**config.mk**
```make
export PLATFORM = sky130hd
export DESIGN_NAME = ddr_arbiter_nch
export DESIGN_NICKNAME = d
export VERILOG_FILES = /design/src/rtl/ddr_arbiter_nch.sv
export SDC_FILE = /design/constraint.sdc
export NUM_CORES = 1
export LEC_CHECK = 0
export ABC_AREA = 1
export CAP_MARGIN = 15
export CORE_AREA = 2 2 690 692
export DETAILED_ROUTE_END_ITERATION = 12
export DIE_AREA = 0 0 692 694
export PLACE_DENSITY = 0.33
export SLEW_MARGIN = 20
export SYNTH_ARGS = -nofsm -noshare
export SYNTH_HDL_FRONTEND = slang
export SYNTH_SLANG_ARGS = --single-unit
```
**constraint.sdc**
```tcl
create_clock -name clock -period 34.2 [get_ports clock]
set_input_delay 6.84 -clock clock [delete_from_list [all_inputs] [get_ports clock]]
set_output_delay 6.84 -clock clock [all_outputs]
set_load 0.01 [all_outputs]
```
**src/rtl/ddr_arbiter_nch.sv**
```systemverilog
// N-channel arbiter multiplexing memory requests onto one DDR command port.
// Define DDR_ARB_ROUND_ROBIN_EN for round-robin arbitration; otherwise the lowest eligible channel wins.
module ddr_arbiter_nch #(
  parameter int NUM_CH  = 3,
  parameter int INDEX_W = 19,
  parameter int DATA_W  = 64,
  parameter int BURST_W = 512
) (
  input  logic                      clock,
  input  logic                      reset,
  input  logic [NUM_CH-1:0]         req_valid,
  output logic [NUM_CH-1:0]         req_ready,
  input  logic [NUM_CH*INDEX_W-1:0] req_index,
  input  logic [NUM_CH-1:0]         req_write,
  input  logic [NUM_CH-1:0]         req_burst,
  input  logic [NUM_CH*DATA_W-1:0]  req_wmask,
  input  logic [NUM_CH*DATA_W-1:0]  req_wdata,
  input  logic [NUM_CH-1:0]         flush_mask,
  output logic [NUM_CH-1:0]         resp_done,
  output logic [DATA_W-1:0]         resp_rdata,
  output logic [BURST_W-1:0]        resp_burst,
  output logic                      ddr_chip_enable,
  output logic [INDEX_W-1:0]        ddr_index,
  output logic                      ddr_write_enable,
  output logic                      ddr_burst_mode,
  output logic [DATA_W-1:0]         ddr_write_mask,
  output logic [DATA_W-1:0]         ddr_write_data,
  input  logic [DATA_W-1:0]         ddr_read_data,
  input  logic [BURST_W-1:0]        ddr_burst_data,
  input  logic                      ddr_operation_done,
  input  logic                      ddr_ready
);
  localparam int CH_W = $clog2(NUM_CH);

  typedef enum logic [1:0] {ST_IDLE, ST_ISSUE, ST_WAIT} state_t;
  state_t r_state, w_state_nxt;

  logic [NUM_CH-1:0]  w_elig;
  logic               w_found;
  logic [CH_W-1:0]    w_sel;
  logic               w_grant;
  logic               w_done_ok;
  logic               w_flush_own;

  logic [CH_W-1:0]    r_owner;
  logic               r_drop;
  logic [NUM_CH-1:0]  r_req_ready;
  logic [NUM_CH-1:0]  r_resp_done;
  logic [DATA_W-1:0]  r_resp_rdata;
  logic [BURST_W-1:0] r_resp_burst;
  logic               r_ce;
  logic [INDEX_W-1:0] r_index;
  logic               r_we;
  logic               r_bm;
  logic [DATA_W-1:0]  r_wmask;
  logic [DATA_W-1:0]  r_wdata;

  assign w_elig      = req_valid & ~flush_mask;
  assign w_flush_own = flush_mask[r_owner];

`ifdef DDR_ARB_ROUND_ROBIN_EN
  localparam int SW = CH_W + 1;
  logic [CH_W-1:0] r_ptr;

  // Search starts at the pointer and wraps past NUM_CH-1 back to channel 0.
  always_comb begin : sel_rr
    logic [SW-1:0] w_pos;
    w_found = 1'b0;
    w_sel   = '0;
    w_pos   = '0;
    for (int k = 0; k < NUM_CH; k++) begin
      w_pos = {1'b0, r_ptr} + SW'(k);
      if (w_pos >= SW'(NUM_CH)) w_pos = w_pos - SW'(NUM_CH);
      if (!w_found && w_elig[w_pos[CH_W-1:0]]) begin
        w_found = 1'b1;
        w_sel   = w_pos[CH_W-1:0];
      end
    end
  end

  always_ff @(posedge clock or posedge reset) begin
    if (reset)
      r_ptr <= '0;
    else if (w_grant)
      r_ptr <= (w_sel == CH_W'(NUM_CH - 1)) ? '0 : w_sel + 1'b1;
  end
`else
  always_comb begin : sel_fixed
    w_found = 1'b0;
    w_sel   = '0;
    for (int i = 0; i < NUM_CH; i++) begin
      if (!w_found && w_elig[i]) begin
        w_found = 1'b1;
        w_sel   = CH_W'(i);
      end
    end
  end
`endif

  always_ff @(posedge clock or posedge reset) begin
    if (reset) r_state <= ST_IDLE;
    else       r_state <= w_state_nxt;
  end

  // Completions outside WAIT are stray and never reach the channels.
  always_comb begin
    w_state_nxt = r_state;
    w_grant     = 1'b0;
    w_done_ok   = 1'b0;
    case (r_state)
      ST_IDLE: begin
        if (ddr_ready && w_found) begin
          w_grant     = 1'b1;
          w_state_nxt = ST_ISSUE;
        end
      end
      ST_ISSUE: w_state_nxt = ST_WAIT;
      ST_WAIT: begin
        if (ddr_operation_done) begin
          w_done_ok   = ~(r_drop | w_flush_own);
          w_state_nxt = ST_IDLE;
        end
      end
      default: w_state_nxt = ST_IDLE;
    endcase
  end

  always_ff @(posedge clock or posedge reset) begin
    if (reset) begin
      r_owner      <= '0;
      r_drop       <= 1'b0;
      r_req_ready  <= '0;
      r_resp_done  <= '0;
      r_resp_rdata <= '0;
      r_resp_burst <= '0;
      r_ce         <= 1'b0;
      r_index      <= '0;
      r_we         <= 1'b0;
      r_bm         <= 1'b0;
      r_wmask      <= '0;
      r_wdata      <= '0;
    end else begin
      r_req_ready <= '0;
      r_resp_done <= '0;
      r_ce        <= (r_state == ST_ISSUE);
      if (w_grant) begin
        r_req_ready[w_sel] <= 1'b1;
        r_owner <= w_sel;
        r_index <= INDEX_W'(req_index >> (w_sel * INDEX_W));
        r_we    <= req_write[w_sel];
        r_bm    <= req_burst[w_sel];
        r_wmask <= DATA_W'(req_wmask >> (w_sel * DATA_W));
        r_wdata <= DATA_W'(req_wdata >> (w_sel * DATA_W));
      end
      // A flush of the owner only suppresses the response; WAIT still runs to completion.
      if (r_state == ST_WAIT && ddr_operation_done)
        r_drop <= 1'b0;
      else if (r_state == ST_ISSUE || r_state == ST_WAIT)
        r_drop <= r_drop | w_flush_own;
      if (w_done_ok) begin
        r_resp_done[r_owner] <= 1'b1;
        r_resp_rdata <= ddr_read_data;
        r_resp_burst <= ddr_burst_data;
      end
    end
  end

  assign req_ready        = r_req_ready;
  assign resp_done        = r_resp_done;
  assign resp_rdata       = r_resp_rdata;
  assign resp_burst       = r_resp_burst;
  assign ddr_chip_enable  = r_ce;
  assign ddr_index        = r_index;
  assign ddr_write_enable = r_we;
  assign ddr_burst_mode   = r_bm;
  assign ddr_write_mask   = r_wmask;
  assign ddr_write_data   = r_wdata;

endmodule

```
==> flow_metrics.env <==
export IMPL_layout_common_cells="nand2_1, clkdlybuf4s50_1, nand3_1, dfrtp_1, inv_1"
export IMPL_clockBufferDepth=4
export IMPL_die_area_sq_um=480000
export IMPL_relSlewSlack=0.336
export IMPL_crit_fanout=149
export IMPL_seqCellArea_sq_um=18400
export IMPL_row_count=253
export IMPL_synth_seq_cells=737
export IMPL_grt_max_degree=158
export IMPL_routed_wl_um=384000
export IMPL_slowest_delay_ns=0.77
export IMPL_critPathKind="in -> reg"
export IMPL_p_per_area_nw_per_um2=84.6
export IMPL_crit_chain="clkdlybuf4s50_1 -> nand3_1 -> o21ai_1 -> nor2_4 -> buf_12 -> nand2_4 -> buf_4 -> buf_4 -> nand2_1 -> nand2_1"
export IMPL_vias_per_cell=3.02
export IMPL_max_freq_ghz=0.0987
export IMPL_power_leakage_nw=26.6
export IMPL_netlist_top_cells_area="dfrtp_1, nand2_1, nand3_1"
export IMPL_power_switching_fraction=0.431
export IMPL_synth_distinct_cells=19
export IMPL_multi_input_area_sq_um=12000
export IMPL_synth_fp_nets=5057
export IMPL_clock_latency_ns=0.89
export IMPL_coreArea_sq_um=473000
export IMPL_cts_setup_buffers=0
export IMPL_cts_tree="yes"
export IMPL_place_ws_ns=23.00
export IMPL_fin_setup_tns_ns=0
export IMPL_clkPwrFrac=0.255
export IMPL_start_kind="primary input"
export IMPL_yosysTopAreaCellShare=0.569
export IMPL_grt_pass1_vias=37100
export IMPL_synth_avg_cell_area_sq_um=8.06
export IMPL_finalHoldViolCount=0
export IMPL_yosysTopAreaCell="dfrtp_1"
export IMPL_cp_required_ns=34.98
export IMPL_cts_root_buf="clkbuf_16"
export IMPL_htree_levels=3
export IMPL_cts_sinks=737
export IMPL_r2r_end="resp_burst[384]$_DFFE_PP0P_"
export IMPL_finalCriticalPeriod_ns=10.14
export IMPL_fin_crit_sh=0.296
export IMPL_holdBufCountCts=0
export IMPL_cts_resized=0
export IMPL_rsz0062_at_grt="no"
export IMPL_area_delta_synth_final_pct=88.9
export IMPL_clk_pin_slew_ns=0.06
export IMPL_antenna_found_initial=229
export IMPL_fillCellCount=54200
export IMPL_utilization=0.129
export IMPL_status="completed"
export IMPL_chipHeight_um=694
export IMPL_fin_ws_ns=24.06
export IMPL_pwr_share_seq=0.297
export IMPL_numCtsBuffers=117
export IMPL_power_switching_w=0.00223
export IMPL_drt_pass1_iterations=8
export IMPL_syn_inst=4020
export IMPL_mostFrequentLayoutCell="nand2_1"
export IMPL_ys_seq_area_frac=0.569
export IMPL_synth_area_sq_um=32400
export IMPL_hpwl_um=326000
export IMPL_start_util=0.0684
export IMPL_drive_gt1_frac=0.0441
export IMPL_place_gp_congestion=0.905
export IMPL_cp_arrival_ns=10.92
export IMPL_r2r_slack_ns=30.12
export IMPL_finalClockSkew_ns=0.0833
export IMPL_r2r_start="r_state[0]$_DFFE_PP0P_"
export IMPL_whs_ns=0.469
export IMPL_die_w_um=692
export IMPL_route_vias_total=36400
export IMPL_overflow=0
export IMPL_io_pins=1765
export IMPL_crit_start="flush_mask[2]"
export IMPL_grtUsageTotal=0.154
export IMPL_final_net_count=6684
export IMPL_tightest_slew_ns=0.996
export IMPL_ant_nets=0
export IMPL_drv_cap=0
export IMPL_cp_slowest_cell="clkdlybuf4s50_1"
export IMPL_setup_viol_count_final=0
export IMPL_drt_iter0_markers=2573
export IMPL_grt_pass1_wl_um=473000
export IMPL_io_buffers=1764
export IMPL_p_total_w=0.00517
export IMPL_internal_power_w=0.00294
export IMPL_hold_class="reg -> reg"
export IMPL_peakVddDrop_v=0.0000549
export IMPL_drc_errors=0
export IMPL_wl_per_cell_um=31.9
export IMPL_endpoint="resp_burst[70]$_DFFE_PP0P_"
export IMPL_slew_violations=0
export IMPL_power_frac_comb=0.448
export IMPL_endpoint_kind="flop"
export IMPL_ff2ff_path_depth=9
export IMPL_synth_warning_count=0
-- critical path, delay by kind of cell --
| family | cells | cell delay [ns] |
|---|---|---|
| and+or+nand+nor | 5 | 1.09 |
| AOI/OAI and AO/OA | 1 | 0.17 |
| buffers and inverters | 4 | 2.52 |
-- cell families (layout without fill, tap and decap cells) --
kind of cell             count (synthesis)  in the layout  share of synthesized area
AO/OA/AOI/OAI                            5              5                   0.000811
adder cells (fa/ha/maj)                  4              4                    0.00155
buffers and inverters                  470           2184                     0.0630
flip-flops                             737            737                      0.569
other                                    0             54                          0
AND/OR/NAND/NOR                       2804           2804                      0.365
-- metrics by stage --
stage | area [sq um] | instances
after floorplan | 32400 | 4020
after global placement | 57000 | 11800
after detailed placement | 57000 | 11800
after CTS | 61000 | 12000
after global routing | 61100 | 12000
final | 61200 | 12000
-- registers in the layout, indices dropped and copies added (netlist names), 2 cells and up --
register	cells
resp_rdata	64
ddr_index	19
ddr_write_mask	64
ddr_write_data	64
resp_burst	512
resp_done	3
r_state	2
req_ready	3
r_owner	2
-- worst min-delay path by stage --
stage	start	end	slack [ns]	cells past startpoint
global route	resp_burst[19]$_DFFE_PP0P_	resp_burst[19]$_DFFE_PP0P_	0.48	2
floorplan	r_state[1]$_DFFE_PP0P_	r_state[1]$_DFFE_PP0P_	0.47	2
global placement	resp_burst[405]$_DFFE_PP0P_	resp_burst[405]$_DFFE_PP0P_	0.45	2
CTS	resp_burst[201]$_DFFE_PP0P_	resp_burst[201]$_DFFE_PP0P_	0.47	2
detailed placement	resp_burst[495]$_DFFE_PP0P_	resp_burst[495]$_DFFE_PP0P_	0.46	2
finish	resp_burst[33]$_DFFE_PP0P_	resp_burst[33]$_DFFE_PP0P_	0.47	2
-- Yosys cell counts --
cell type and instances:
nand2_2 1, o21ai_1 2, buf_6 4, ha_1 4, nor2_1 5, nor2_2 1
o21ai_0 2, inv_2 7, nand3_2 2, buf_1 19, nand3_1 1027, clkbuf_1 110
nand2_1 1767, buf_4 14, nor3_1 1, o22ai_1 1, buf_2 156, dfrtp_1 737
inv_1 160
-- power by group through the flow --
stage / logic [W] / registers (W) / clock network [W]
4_1_cts: 0.00240 / 0.00154 / 0.00138
2_1_floorplan: 0.000566 / 0.00161 / 0
3_3_place_gp: 0.00241 / 0.00155 / 0
3_5_place_dp: 0.00239 / 0.00154 / 0
5_1_grt: 0.00248 / 0.00158 / 0.00140
6_report: 0.00232 / 0.00153 / 0.00132
-- routing by layer --
metal / global-route usage / part of all wire
met1: 0.166 / 0.37
met2: 0.274 / 0.50
met3: 0.0723 / 0.10
met4: 0.0316 / 0.026
met5: 0 / 0.0015
-- area by class of cell --
class,count,share of cell area
Timing Repair Buffer,1811,0.296
Sequential cell,737,0.301
Clock inverter,50,0.0121
Inverter,167,0.0107
Tap cell,6247,0.128
Clock buffer,156,0.0544
Antenna cell,54,0.00221
Multi-Input combinational cell,2813,0.196
Note: power is estimated with default switching activity, not from simulation.
